[config.mk]
export PLATFORM = sky130hd
export DESIGN_NAME = score_recorder
export DESIGN_NICKNAME = d
export VERILOG_FILES = /design/src/rtl/score_recorder.sv
export SDC_FILE = /design/constraint.sdc
export NUM_CORES = 1
export LEC_CHECK = 0
export CAP_MARGIN = 0
export CORE_MARGIN = 4
export CORE_UTILIZATION = 50
export CTS_CLUSTER_DIAMETER = 50
export DETAILED_ROUTE_END_ITERATION = 16
export DONT_BUFFER_PORTS = 1
export HOLD_SLACK_MARGIN = 0.1
export SETUP_SLACK_MARGIN = 0.5
export SLEW_MARGIN = 40
export SYNTH_ARGS = -nofsm -noshare
export SYNTH_HDL_FRONTEND = slang
export SYNTH_SLANG_ARGS = --single-unit
[constraint.sdc]
create_clock -name clock -period 2.1 [get_ports clock]
set_input_delay 0.315 -clock clock [delete_from_list [all_inputs] [get_ports clock]]
set_output_delay 0.315 -clock clock [all_outputs]
set_load 0.01 [all_outputs]
[src/rtl/score_recorder.sv]
// rtl/score_recorder.sv - round score counter that writes each final score into a 32-slot score memory
// One registered memory write per concluded game; the slot pointer wraps so the newest 32 games are kept.
module score_recorder #(
  parameter int unsigned MAX_SCORE = 999
) (
  input  logic       clock,
  input  logic       reset_n,
  input  logic       start,
  input  logic       point,
  input  logic       game_over,
  output logic [9:0] score,
  output logic [4:0] address,
  output logic [9:0] data,
  output logic       wren,
  output logic [5:0] games_recorded,
  output logic       playing
);

  typedef enum logic [1:0] {
    IDLE  = 2'd0,
    PLAY  = 2'd1,
    WRITE = 2'd2,
    DONE  = 2'd3
  } state_t;

  localparam logic [9:0] MaxScoreC  = 10'(MAX_SCORE);
  localparam logic [5:0] MaxGamesC  = 6'd32;

  state_t     state_q;
  logic [9:0] score_q;
  logic [9:0] data_q;
  logic [4:0] address_q;
  logic [4:0] wr_ptr_q;
  logic       wren_q;
  logic       playing_q;
  logic [5:0] games_q;

  // A point on the game-over edge still counts, so the final score uses this value too.
  logic [9:0] score_d;
  always_comb begin
    score_d = score_q;
    if (point && (score_q < MaxScoreC)) begin
      score_d = score_q + 10'd1;
    end
  end

  always_ff @(posedge clock or negedge reset_n) begin
    if (!reset_n) begin
      state_q   <= IDLE;
      score_q   <= '0;
      data_q    <= '0;
      address_q <= '0;
      wr_ptr_q  <= '0;
      wren_q    <= 1'b0;
      playing_q <= 1'b0;
      games_q   <= '0;
    end else begin
      case (state_q)
        IDLE, DONE: begin
          if (start) begin
            score_q   <= '0;
            playing_q <= 1'b1;
            state_q   <= PLAY;
          end
        end
        PLAY: begin
          score_q <= score_d;
          if (game_over) begin
            data_q    <= score_d;
            address_q <= wr_ptr_q;
            wren_q    <= 1'b1;
            playing_q <= 1'b0;
            state_q   <= WRITE;
          end
        end
        WRITE: begin
          // The memory captures the write on this edge; only now is the slot consumed.
          wren_q   <= 1'b0;
          wr_ptr_q <= wr_ptr_q + 5'd1;
          if (games_q < MaxGamesC) begin
            games_q <= games_q + 6'd1;
          end
          state_q <= DONE;
        end
        default: begin
          state_q <= IDLE;
        end
      endcase
    end
  end

  assign score          = score_q;
  assign address        = address_q;
  assign data           = data_q;
  assign wren           = wren_q;
  assign games_recorded = games_q;
  assign playing        = playing_q;

endmodule

==> results of run 1 <==
-- layer usage --
metal / part of all wire [%] / wire (microns) / GRT usage, %
met1: 43 / 1698 / 20.63
met2: 48 / 1924 / 26.57
met3: 7.2 / 285 / 6.960
met4: 1.9 / 75 / 7.098
met5: 0 / 0 / 0
-- area by class of cell --
| type | instances | area (sq um) |
|---|---|---|
| fillers | 318 | 1394 |
| flip-flops and latches | 40 | 1005 |
| multi-input cells | 126 | 974.7 |
| repair buffers | 17 | 155.1 |
| clock buffers | 6 | 82.58 |
| well taps | 48 | 60.06 |
| clock inverters | 2 | 38.79 |
| inverters | 9 | 33.78 |
-- state kept, by name, summed over array words and instances, names as in the netlist --
name and count:
data 10, state_q 2, playing 1, wren 1, address 5, games_recorded 6
wr_ptr_q 5, score 10
-- kinds of logic (layout without fill, tap and decap cells) --
family	count (synthesis)	after routing	synth area share, %
muxes	12	12	6.684
and+or+nand+nor	52	52	13.94
buffers and inverters	17	34	4.583
adders and majority gates	6	6	3.819
xor gates and xnor gates	13	13	5.793
DFF	40	40	50.92
AOI/OAI and AO/OA	43	43	14.26
-- how the worst max path moves through the flow --
| stage | end | slack [ns] | cells after the start |
|---|---|---|---|
| 6_report | data[2] | 0.36 | 6 |
| 5_1_grt | score[2] | 0.26 | 5 |
| 4_1_cts | score[0] | 0.35 | 6 |
| 3_5_place_dp | score[0] | 0.26 | 6 |
| 3_3_place_gp | score[0] | 0.34 | 6 |
| 2_1_floorplan | score[2] | 0.42 | 5 |
-- power by group through the flow --
stage	clock (mW)	combinational (mW)	sequential [mW]
finish	0.659	1.01	1.31
global placement	0	0.778	1.32
global route	0.716	1.13	1.35
CTS	0.674	0.941	1.31
floorplan	0	0.672	1.26
detailed placement	0	0.822	1.32
-- through the flow --
step | cell area, sq um | power (mW) | instances | utilization (%) | setup WS (ns)
global route | 2350 | 3.195 | 248 | 62.77 | 0.2642
detailed placement | 2046 | 2.146 | 228 | 54.65 | 0.2617
global placement | 2046 | 2.096 | 228 | 54.65 | 0.3442
finish | 2350 | 2.972 | 248 | 62.77 | 0.3586
CTS | 2275 | 2.926 | 245 | 60.76 | 0.3488
floorplan | 1999 | 1.935 | 183 | - | 0.4172
-- what timing repair did --
item,in CTS,in global routing
gates resized for setup,13,15
hold buffers,2,0
endpoints found under the setup margin,22,24
setup buffers,7,3
pin swaps,4,11
endpoints found under the hold margin,40,0
-- cell usage after synthesis, drive strengths merged, types with 2 or more instances --
library cell | number | area, sq um
a21oi | 9 | 45.04
a22o | 2 | 17.52
a31o | 2 | 17.52
a31oi | 5 | 31.28
and2 | 2 | 12.52
and3 | 3 | 18.77
buf | 3 | 27.52
clkbuf | 4 | 18.77
dfrtp | 40 | 1001
ha | 6 | 75.07
inv | 9 | 33.78
mux2 | 9 | 101.4
mux2i | 3 | 30.03
nand2 | 21 | 78.83
nand2b | 3 | 18.77
nand3 | 2 | 10.01
nand4 | 7 | 43.79
nor2 | 5 | 18.77
nor3 | 4 | 20.02
o21ai | 14 | 70.07
o31ai | 3 | 22.52
xnor2 | 9 | 78.83
xor2 | 4 | 35.03
-- tightest hold or removal path, stage by stage --
cell and delay, ns:
nand2_1 0.04, nand2_1 0.04, o21ai_0 0.06
-- placed cells by master, fill, tap and decap left out, types with 4 or more instances in the layout --
cell | synthesis | final
clkbuf_8 | 0 | 6
nand2_1 | 21 | 19
a21oi_1 | 9 | 9
dfrtp_1 | 40 | 37
xor2_1 | 4 | 4
mux2_2 | 9 | 8
nor2_1 | 5 | 5
nand4_1 | 7 | 7
o21ai_1 | 0 | 7
xnor2_1 | 9 | 8
o21ai_0 | 14 | 6
a31oi_1 | 5 | 4
buf_4 | 0 | 14
inv_1 | 9 | 9
==> key figures, run 1 <==
Worst setup path
  – Crit Path Max Fanout: 5
  – Type of origin of the critical path: flip-flop
  – Reg-to-reg endpoint: data[2]
  – Cell family with most CP delay: compound AO/OA/AOI/OAI gates
  – Worst Path Required: 2.32 ns
  – Critical path cell sequence: ha_4 > a211o_1 > a311o_1 > buf_4 > xor2_1 > o21ai_1
  – CP Launch Point: score[0]
  – R2R depth: 6
  – Reg-to-Reg Start: score[0]
  – Setup slack, reg-to-reg: 0.36 ns
  – Worst setup path category: reg2reg
  – Critical Path AT: 1.96 ns
  – Max incr delay on CP: 0.47 ns
  – Worst Path Buf+Inv: 1
  – Slowest CP cell: dfrtp_2
  – CP Capture Type: flip-flop

Pwr
  – Peak VDD IR: 845.4 uV
  – Clock power share: 22.2%
  – Pleak: 1.065 nW
  – Logic gate share of total power: 33.8%
  – Flop pwr share: 44.0%
  – Internal power: 1.892 mW
  – PwrDens: 1265 nW/um^2
  – Psw: 1.080 mW
  – Sw frac: 36.34%

Logic synthesis
  – Ys async rst share: 100.0%
  – Synth cell types: 40
  – Post-synth EDFFs: 0
  – Syn. warnings: 0
  – Top_reg_cell synth: dfrtp_1
  – Cells after Synth: 183
  – Syn_area_per_cell: 10.74 sq um
  – Sequential share of the synthesized area: 50.92%
  – Cell Area, Synth: 1966 sq um
  – Syn Nets: 194
  – Synth Register Bits: 40

Clock network
  – CTS H-tree lvls: 2
  – Clock transition at path regs: 0.08 ns
  – CTS Sinks: 40
  – Root Buffer: clkbuf_8
  – TritonCTS clock tree: yes
  – CTS Buf Count: 5
  – Latest clock arrival within the worst-skew pair: 0.30 ns
  – Clock Path Buffers: 2

Timing
  – RSZ-0062 raised after global routing: yes
  – Setup Skew: 0.01133 ns
  – Max-slew violations: 0
  – Worst Tran Pin Value: 0.3513 ns
  – Top achievable clock speed: 0.5742 GHz
  – Final setup TNS: 0 ns
  – Final Hold Fails: 0
  – Fin Hold WS: 0.1931 ns
  – Relative slew slack: 75.97%
  – Final setup violation count: 0
  – Crit path time final: 1.741 ns
  – Crit share post-route: 82.93%

Global routing
  – Antenna violations before repair: 0
  – Pin count of the biggest net entering global routing: 41
  – First-pass GRT wire length: 6.920 mm
  – GRT Total Usage: 16.94%
  – Vias in the first global route: 1450
  – Total overflow reported by the global router: 0

Detailed routing
  – 1st-iter DRT viols: 115
  – Drt total wl: 3.984 mm
  – Routed vias/inst: 5.714
  – DRC errors left: 0
  – Vias: 1417
  – Wire length per cell: 16.06 microns
  – Routed Antenna Nets: 0
  – Initial DRT Pass Iterations: 4

Status
  – Status: completed

Floorplanning
  – Initial Utilization: 52.51%
  – Total die area: 4998 sq um
  – CORE AREA: 3744 sq um
  – # rows: 22
  – Die width: 70.70 microns
  – I/O Pins: 38
  – Die Ht: 70.70 microns

Min path
  – Hold Path Class: in2reg
  – HP Start: game_over
  – Hold Crit Depth: 3
  – Hold EP: playing

Final layout
  – Syn-to-layout area delta: 19.54%
  – Ant. Diodes: 0
  – Nets@finish: 210
  – Fraction of layout cells with a size suffix above 1: 27.50%

Place
  – Number of I/O port buffers: 0
  – Routability Congestion: 0.8401
  – Estimated wirelength of the detail-placed design: 2.683 mm

Run
  – Max-cap violations: 0
No activity file was read; power rests on OpenSTA's default activity.
==> run 2, diff against run 1 <==
--- a/config.mk
+++ b/config.mk
@@ -12,6 +12,7 @@
 export DETAILED_ROUTE_END_ITERATION = 16
 export DONT_BUFFER_PORTS = 1
 export HOLD_SLACK_MARGIN = 0.1
+export PLACE_DENSITY = 0.68
 export SETUP_SLACK_MARGIN = 0.5
 export SLEW_MARGIN = 40
 export SYNTH_ARGS = -nofsm -noshare
==> constraint.sdc (replaced) <==
create_clock -name clock -period 1.5 [get_ports clock]
set_input_delay 0.225 -clock clock [delete_from_list [all_inputs] [get_ports clock]]
set_output_delay 0.225 -clock clock [all_outputs]
set_load 0.01 [all_outputs]
==> run 2 against run 1 <==
The run now ends with negative hold slack, negative setup slack left. Highest routed layer unchanged. Critical path depth unchanged. Sequential power grew 40%. First-iteration DRC count rose by 55%. Global-route usage grew 4.6 points. Combinational power grew to 2.8 times the previous value. Largest power group is now combinational cells. Register-to-register slack lost 0.59 ns. Power up 88%. Cell count is 15% higher.
==> key figures, run 2 (synthesis gave the netlist of run 1 again) <==
Pwr
  – Pleak: 1.351 nW (+27%)
  – PwrDens: 1890 nW/um^2 (+49%)
  – Peak VDD IR: 1412 uV (+67%)

Clock network
  – Latest clock arrival within the worst-skew pair: 0.30 ns (about the same)
  – CTS Buf Count: 5 (unchanged)
  – Clock Path Buffers: 2 (unchanged)
  – Root Buffer: clkbuf_8
  – Hold_buf cts: 2 (unchanged)
  – CTS Sinks: 40 (unchanged)
  – TritonCTS clock tree: yes
  – Clock transition at path regs: 0.08 ns (about the same)
  – CTS H-tree lvls: 2 (unchanged)

Global routing
  – Total overflow reported by the global router: 0 (unchanged)
  – First-pass GRT wire length: 8.666 mm (+25%)
  – Antenna violations before repair: 0 (unchanged)
  – GRT Total Usage: 21.58% (+4.6 points)
  – Pin count of the biggest net entering global routing: 41 (unchanged)
  – Vias in the first global route: 1785 (+23%)

Worst setup path
  – Critical path cell sequence: ha_4 > a211o_1 > a31oi_2 > buf_4 > mux2i_1 > o21ai_0
  – Type of origin of the critical path: flip-flop
  – Critical Path AT: 1.92 ns (-0.04 ns)
  – Worst Path Buf+Inv: 1 (unchanged)
  – Worst Path Required: 1.68 ns (-0.64 ns)
  – Max incr delay on CP: 0.44 ns (-0.03 ns)
  – Worst setup path category: reg2reg
  – Cell family with most CP delay: compound AO/OA/AOI/OAI gates
  – Crit Path Max Fanout: 3 (-2)
  – CP Capture Type: flip-flop
  – Slowest CP cell: dfrtp_2

Timing
  – RSZ-0062 raised after global routing: yes
  – Top achievable clock speed: 0.5768 GHz (+0.45%)
  – Worst Tran Pin Value: 0.4353 ns (+0.08394 ns)
  – Crit path time final: 1.734 ns (-0.007862 ns)
  – Crit share post-route: 115.6% (+33 points)
  – Setup Skew: 0.008201 ns (-0.003132 ns)
  – Max-slew violations: 0 (unchanged)
  – Relative slew slack: 70.91% (-5.1 points)
  – Final Hold Fails: 40 (+40)
  – Final setup violation count: 18 (+18)
  – Fin Hold WS: -0.3903 ns (-0.5834 ns)
  – Setup ws final: -0.2336 ns (-0.5921 ns)

Detailed routing
  – 1st-iter DRT viols: 178 (+55%)
  – Wire length per cell: 20.65 microns (+29%)
  – Routed Antenna Nets: 0 (unchanged)
  – Drt total wl: 5.885 mm (+48%)
  – Routed vias/inst: 6.077 (+6.4%)
  – Initial DRT Pass Iterations: 4 (unchanged)
  – DRC errors left: 0 (unchanged)
  – Vias: 1732 (+22%)

Final layout
  – Fraction of layout cells with a size suffix above 1: 52.74% (+25 points)
  – Finished Layout Cells: 285 (+15%)
  – Fillers: 219 (-31%)
  – Most common cell after layout, fill and taps aside: dfrtp_1
  – Syn-to-layout area delta: 50.54%
  – Nets@finish: 247 (+18%)
  – Fin util: 79.04% (+16 points)
  – Design area: 2959 sq um (+26%)
  – Most frequent cells in the layout: 29 x dfrtp_1, 25 x buf_6, 22 x buf_4, 12 x nand2_1, 11 x dfrtp_2
  – Ant. Diodes: 0 (unchanged)

Floorplanning
  – Total die area: 4998 sq um (unchanged)
  – I/O Pins: 38 (unchanged)
  – Initial Utilization: 52.51% (unchanged)
  – Die width: 70.70 microns (unchanged)
  – Die Ht: 70.70 microns (unchanged)
  – CORE AREA: 3744 sq um (unchanged)
  – # rows: 22 (unchanged)

Run
  – Max-cap violations: 0 (unchanged)

Place
  – Estimated wirelength of the detail-placed design: 3.155 mm (+18%)
  – # placed instances: 254 (+11%)
  – Routability Congestion: 0.7826 (-6.8%)
  – Placed Area: 2364 sq um (+16%)
  – Number of I/O port buffers: 0 (unchanged)

Status
  – Violated checks: negative hold slack, negative setup slack
  – Status: finished, violations left

Min path
  – Hold Path Class: in2async
[run 2: what timing repair did]
item / 4_1_cts / 5_1_grt
pin swaps: 9 / 17
buffers inserted: 10 / 9
endpoints found under the setup margin: 50 / 55
resized for setup: 34 / 38
cloned: 2 / 0
hold endpoints to repair: 42 / 40
[run 2: worst paths after layout]
path / from / to / slack, ns / depth (start not counted)
min reg2reg: wr_ptr_q[4] / wr_ptr_q[4] / 0.49 / 1
max: score[0] / data[1] / -0.23 / 6
min in group clock: game_over / playing / 0.10 / 3
max reg2reg: score[0] / data[1] / -0.23 / 6
min: reset_n / score[0] / -0.39 / 0
max in group asynchronous: reset_n / games_recorded[5] / 1.79 / 0
[run 2: metrics by stage]
step | setup TNS [ns] | hold WS, ns | setup WS (ns) | power (mW)
6_report | -1.713 | -0.3903 | -0.2336 | 5.593
5_1_grt | -2.618 | -0.4024 | -0.3005 | 5.888
4_1_cts | -0.9699 | -0.3923 | -0.1700 | 5.040
3_5_place_dp | -1.061 | -0.06961 | -0.2049 | 3.653
3_3_place_gp | -0.5677 | -0.06970 | -0.1488 | 3.555
2_1_floorplan | -0.5952 | -0.07059 | -0.1826 | 3.000
[run 2: power by group]
part | switching [mW] | internal, mW
sequential | 0.420 | 1.41
combinational | 1.25 | 1.61
clock | 0.402 | 0.492
[run 2: cell type report]
type                    instances  area [sq um]  share of cell area [%]
clock inverters                 3         42.54                   1.438
multi-input cells             127          1186                   40.08
repair buffers                 53         549.3                   18.56
clock buffers                   5         68.82                   2.326
flip-flops and latches         40          1015                   34.29
inverters                       9         37.54                   1.268
well taps                      48         60.06                   2.030
[run 2: metal layers]
metal / GRT usage (%) / vias up / share of wire [%]
met5: 0 / - / 0
li1: - / 760 / -
met4: 7.516 / 0 / 3.2
met1: 25.43 / 886 / 37
met3: 6.676 / 19 / 6.9
met2: 37.18 / 67 / 53
==> run 3, diff against run 2 <==
--- a/config.mk
+++ b/config.mk
@@ -5,6 +5,7 @@
 export SDC_FILE = /design/constraint.sdc
 export NUM_CORES = 1
 export LEC_CHECK = 0
+export ABC_AREA = 1
 export CAP_MARGIN = 0
 export CORE_MARGIN = 4
 export CORE_UTILIZATION = 50
@@ -12,7 +13,7 @@
 export DETAILED_ROUTE_END_ITERATION = 16
 export DONT_BUFFER_PORTS = 1
 export HOLD_SLACK_MARGIN = 0.1
-export PLACE_DENSITY = 0.68
+export PLACE_DENSITY = 0.72
 export SETUP_SLACK_MARGIN = 0.5
 export SLEW_MARGIN = 40
 export SYNTH_ARGS = -nofsm -noshare
==> run 3 against run 2 <==
The run ends with negative hold slack left. Global-route usage rose by 1.7 points. Synthesized cell count rose by 35%. Fmax rose by 23%. Clock skew rose by 0.00091 ns. Clock-buffer cell count did not move. Sequential cell count did not move. Sequential power fell by 3%. Area after synthesis fell by 0.25%.
==> key figures, run 3 <==
Logic synthesis
  – Combinational family with the most area after synthesis: simple AND/OR/NAND/NOR gates
  – Syn. warnings: 0 (unchanged)
  – Area leader, netlist: dfrtp_1
  – Synth Area in Adders: 3.829% (+0.0097 points)
  – Ys async rst share: 100.0% (unchanged)
  – Syn Nets: 258 (+33%)
  – Mux cell area share after synthesis: 0.5743% (-6.1 points)
  – Post-Synth Simple-Gate Area: 30.06% (+16 points)
  – Most repeated cell in the gate-level netlist after synthesis: nand2_1
  – Cells after Synth: 247 (+35%)
  – Main area contributors after synthesis: dfrtp_1 51%, nand2_1 20%, nand3_1 5.9%
  – Syn_area_per_cell: 7.938 sq um (-26%)
  – Post-Synth XOR/XNOR Area: 3.574% (-2.2 points)
  – Synth Area in Compound Gates: 3.829% (-10 points)
  – Synth cell types: 19 (-53%)
  – Synth Register Bits: 40 (unchanged)
  – Top cells by count, synth: 102 x nand2_1, 40 x dfrtp_1, 28 x inv_1
  – Cell Area, Synth: 1961 sq um (-0.25%)
  – Sequential share of the synthesized area: 51.05% (+0.13 points)
  – Top_reg_cell synth: dfrtp_1
  – Post-synth EDFFs: 0 (unchanged)
  – Yosys top cell area share: 51.05% (+0.13 points)

Timing
  – Relative slew slack: 81.94% (+11 points)
  – Worst Tran Pin Value: 0.2699 ns (-0.1654 ns)
  – Setup Skew: 0.009109 ns (+0.0009072 ns)
  – Final Hold Fails: 40 (unchanged)
  – Fin Hold WS: -0.3888 ns (+0.001546 ns)
  – Max-slew violations: 0 (unchanged)
  – Crit share post-route: 94.11% (-21 points)
  – Crit path time final: 1.412 ns (-0.3219 ns)
  – RSZ-0062 raised after global routing: yes
  – Top achievable clock speed: 0.7084 GHz (+23%)
  – Final setup violation count: 0 (-18)

Worst setup path
  – Setup slack, reg-to-reg: 0.09 ns (+0.32 ns)
  – Cell family with most CP delay: flip-flops
  – Critical path cell sequence: ha_4 > inv_2 > nor2_4 > inv_4 > o21ai_4 > nand2_1 > nand2_1
  – R2R depth: 7 (+1)
  – Max incr delay on CP: 0.45 ns (about the same)
  – Slowest CP cell: dfrtp_2
  – Crit-path most repeated cell: nand2_1
  – Critical Path AT: 1.65 ns (-0.27 ns)
  – Reg-to-reg endpoint: score[4]
  – Worst Path Buf+Inv: 2 (+1)
  – Reg-to-Reg Start: state_q[1]
  – Crit Path Max Fanout: 6 (+3)
  – Worst Path Required: 1.74 ns (+0.06 ns)
  – CP Capture Type: flip-flop
  – Type of origin of the critical path: flip-flop
  – Worst setup path category: reg2reg

Place
  – Estimated wirelength of the detail-placed design: 3.082 mm (-2.3%)
  – Placed Area: 2173 sq um (-8.0%)
  – Number of I/O port buffers: 0 (unchanged)
  – Routability Congestion: 0.7985 (+2.0%)
  – # placed instances: 304 (+20%)

Clock network
  – CTS Sinks: 40 (unchanged)
  – Latest clock arrival within the worst-skew pair: 0.30 ns (about the same)
  – TritonCTS clock tree: yes
  – Clock Path Buffers: 2 (unchanged)
  – CTS H-tree lvls: 2 (unchanged)
  – CTS Buf Count: 5 (unchanged)
  – Root Buffer: clkbuf_8
  – Clock transition at path regs: 0.08 ns (about the same)

Pwr
  – PwrDens: 1882 nW/um^2 (-0.40%)
  – Pwr Total: 5.328 mW (-4.7%)
  – Sw frac: 39.45% (+2.3 points)
  – Clock power share: 19.6% (+3.6 points)
  – Logic gate share of total power: 47.1% (-4.2 points)
  – Pleak: 1.469 nW (+8.7%)
  – Peak VDD IR: 1614 uV (+14%)
  – Flop pwr share: 33.3% (+0.5 points)
  – Psw: 2.102 mW (+1.3%)
  – Internal power: 3.226 mW (-8.3%)

Floorplanning
  – Initial Utilization: 52.76% (+0.25 points)
  – # rows: 22 (unchanged)
  – Die width: 70.62 microns (-0.11%)
  – Total die area: 4987 sq um (-0.23%)
  – CORE AREA: 3716 sq um (-0.74%)
  – Die Ht: 70.62 microns (-0.11%)
  – I/O Pins: 38 (unchanged)

Status
  – Violated checks: negative hold slack
  – Status: finished, violations left

Detailed routing
  – Vias: 1828 (+5.5%)
  – Drt total wl: 5.659 mm (-3.8%)
  – Initial DRT Pass Iterations: 4 (unchanged)
  – Routed vias/inst: 5.473 (-9.9%)
  – DRC errors left: 0 (unchanged)
  – Routed Antenna Nets: 0 (unchanged)
  – Wire length per cell: 16.94 microns (-18%)
  – 1st-iter DRT viols: 129 (-28%)

Final layout
  – Finished Layout Cells: 334 (+17%)
  – Ant. Diodes: 0 (unchanged)
  – Most frequent cells in the layout: 86 x nand2_1, 36 x dfrtp_1, 21 x inv_1, 19 x nand3_1, 16 x buf_4
  – Syn-to-layout area delta: 44.35%
  – Fraction of layout cells with a size suffix above 1: 34.62% (-18 points)
  – Design area: 2830 sq um (-4.4%)
  – Nets@finish: 297 (+20%)
  – Most common cell after layout, fill and taps aside: nand2_1

Global routing
  – Total overflow reported by the global router: 0 (unchanged)
  – First-pass GRT wire length: 9.045 mm (+4.4%)
  – Pin count of the biggest net entering global routing: 41 (unchanged)
  – Antenna violations before repair: 0 (unchanged)
  – GRT Total Usage: 23.29% (+1.7 points)
  – Vias in the first global route: 1862 (+4.3%)

Run
  – Max-cap violations: 0 (unchanged)

Min path
  – Hold Path Class: in2async
run 3: cell types whose count changed after synthesis, sizes merged, moves of 6 or more:
cell | before | now
nand2 | 21 | 104
mux2 | 9 | 1
inv | 9 | 28
nand3 | 2 | 23
xnor2 | 9 | 1
nor2 | 5 | 11
a21oi | 9 | 1
run 3: metal layers:
metal / wire [microns] / up-vias / GRT usage (%)
li1: - / 846 / -
met1: 2170 / 885 / 28.10
met2: 2915 / 83 / 39.81
met3: 433 / 14 / 7.102
met4: 139 / 0 / 7.724
met5: 0 / - / 0
run 3: worst register-to-register path, cell delays in order (launching register included):
cell and delay (ns):
dfrtp_2 0.45, ha_4 0.28, inv_2 0.04, nor2_4 0.16, inv_4 0.09, o21ai_4 0.12, nand2_1 0.13, nand2_1 0.10
run 3: power by group through the flow:
stage / logic [mW] / clock network, mW / registers, mW
after floorplan: 1.01 / 0 / 1.71
after global routing: 2.73 / 1.12 / 1.81
final: 2.51 / 1.04 / 1.77
after global placement: 1.28 / 0 / 1.73
after detailed placement: 1.32 / 0 / 1.74
after CTS: 2.16 / 1.06 / 1.73
run 3: cell families after synthesis:
group,after synthesis
flip-flops,40
multiplexers,1
XOR/XNOR,8
AND/OR/NAND/NOR,143
adder cells (fa/ha/maj),6
buffers and inverters,34
AO/OA/AOI/OAI,15
run 3: what timing repair did:
action / CTS / global route
buffers inserted: 17 / 2
endpoints found under the setup margin: 51 / 52
hold endpoints to repair: 40 / 40
cloned: 3 / 1
pin swaps: 12 / 18
gates resized for setup: 51 / 34
run 3: how the worst max path moves through the flow:
stage	startpoint	end	slack, ns	cells after the start
final	state_q[1]	score[4]	0.09	7
after global placement	state_q[0]	playing	0.1	8
after detailed placement	state_q[0]	playing	0.06	8
after floorplan	score[1]	data[8]	0.17	10
after CTS	score[0]	data[8]	0.16	10
after global routing	score[0]	data[9]	-0.01	9
run 3: area by class of cell:
class,count,area [sq um]
clock buffer,5,68.82
clock inverter,2,60.06
fill,245,885.9
inverter,28,112.6
multi-input combinational,174,1094
sequential,40,1006
tap,48,60.06
timing repair buffer,37,429.2
run 3: metrics by stage:
step	utilization [%]	setup TNS (ns)	setup slack (ns)
global route	76.16	-0.01352	-0.01329
finish	76.16	0	0.08836
CTS	71.89	0	0.1592
floorplan	-	0	0.1723
global placement	58.48	0	0.09545
detailed placement	58.48	0	0.06255
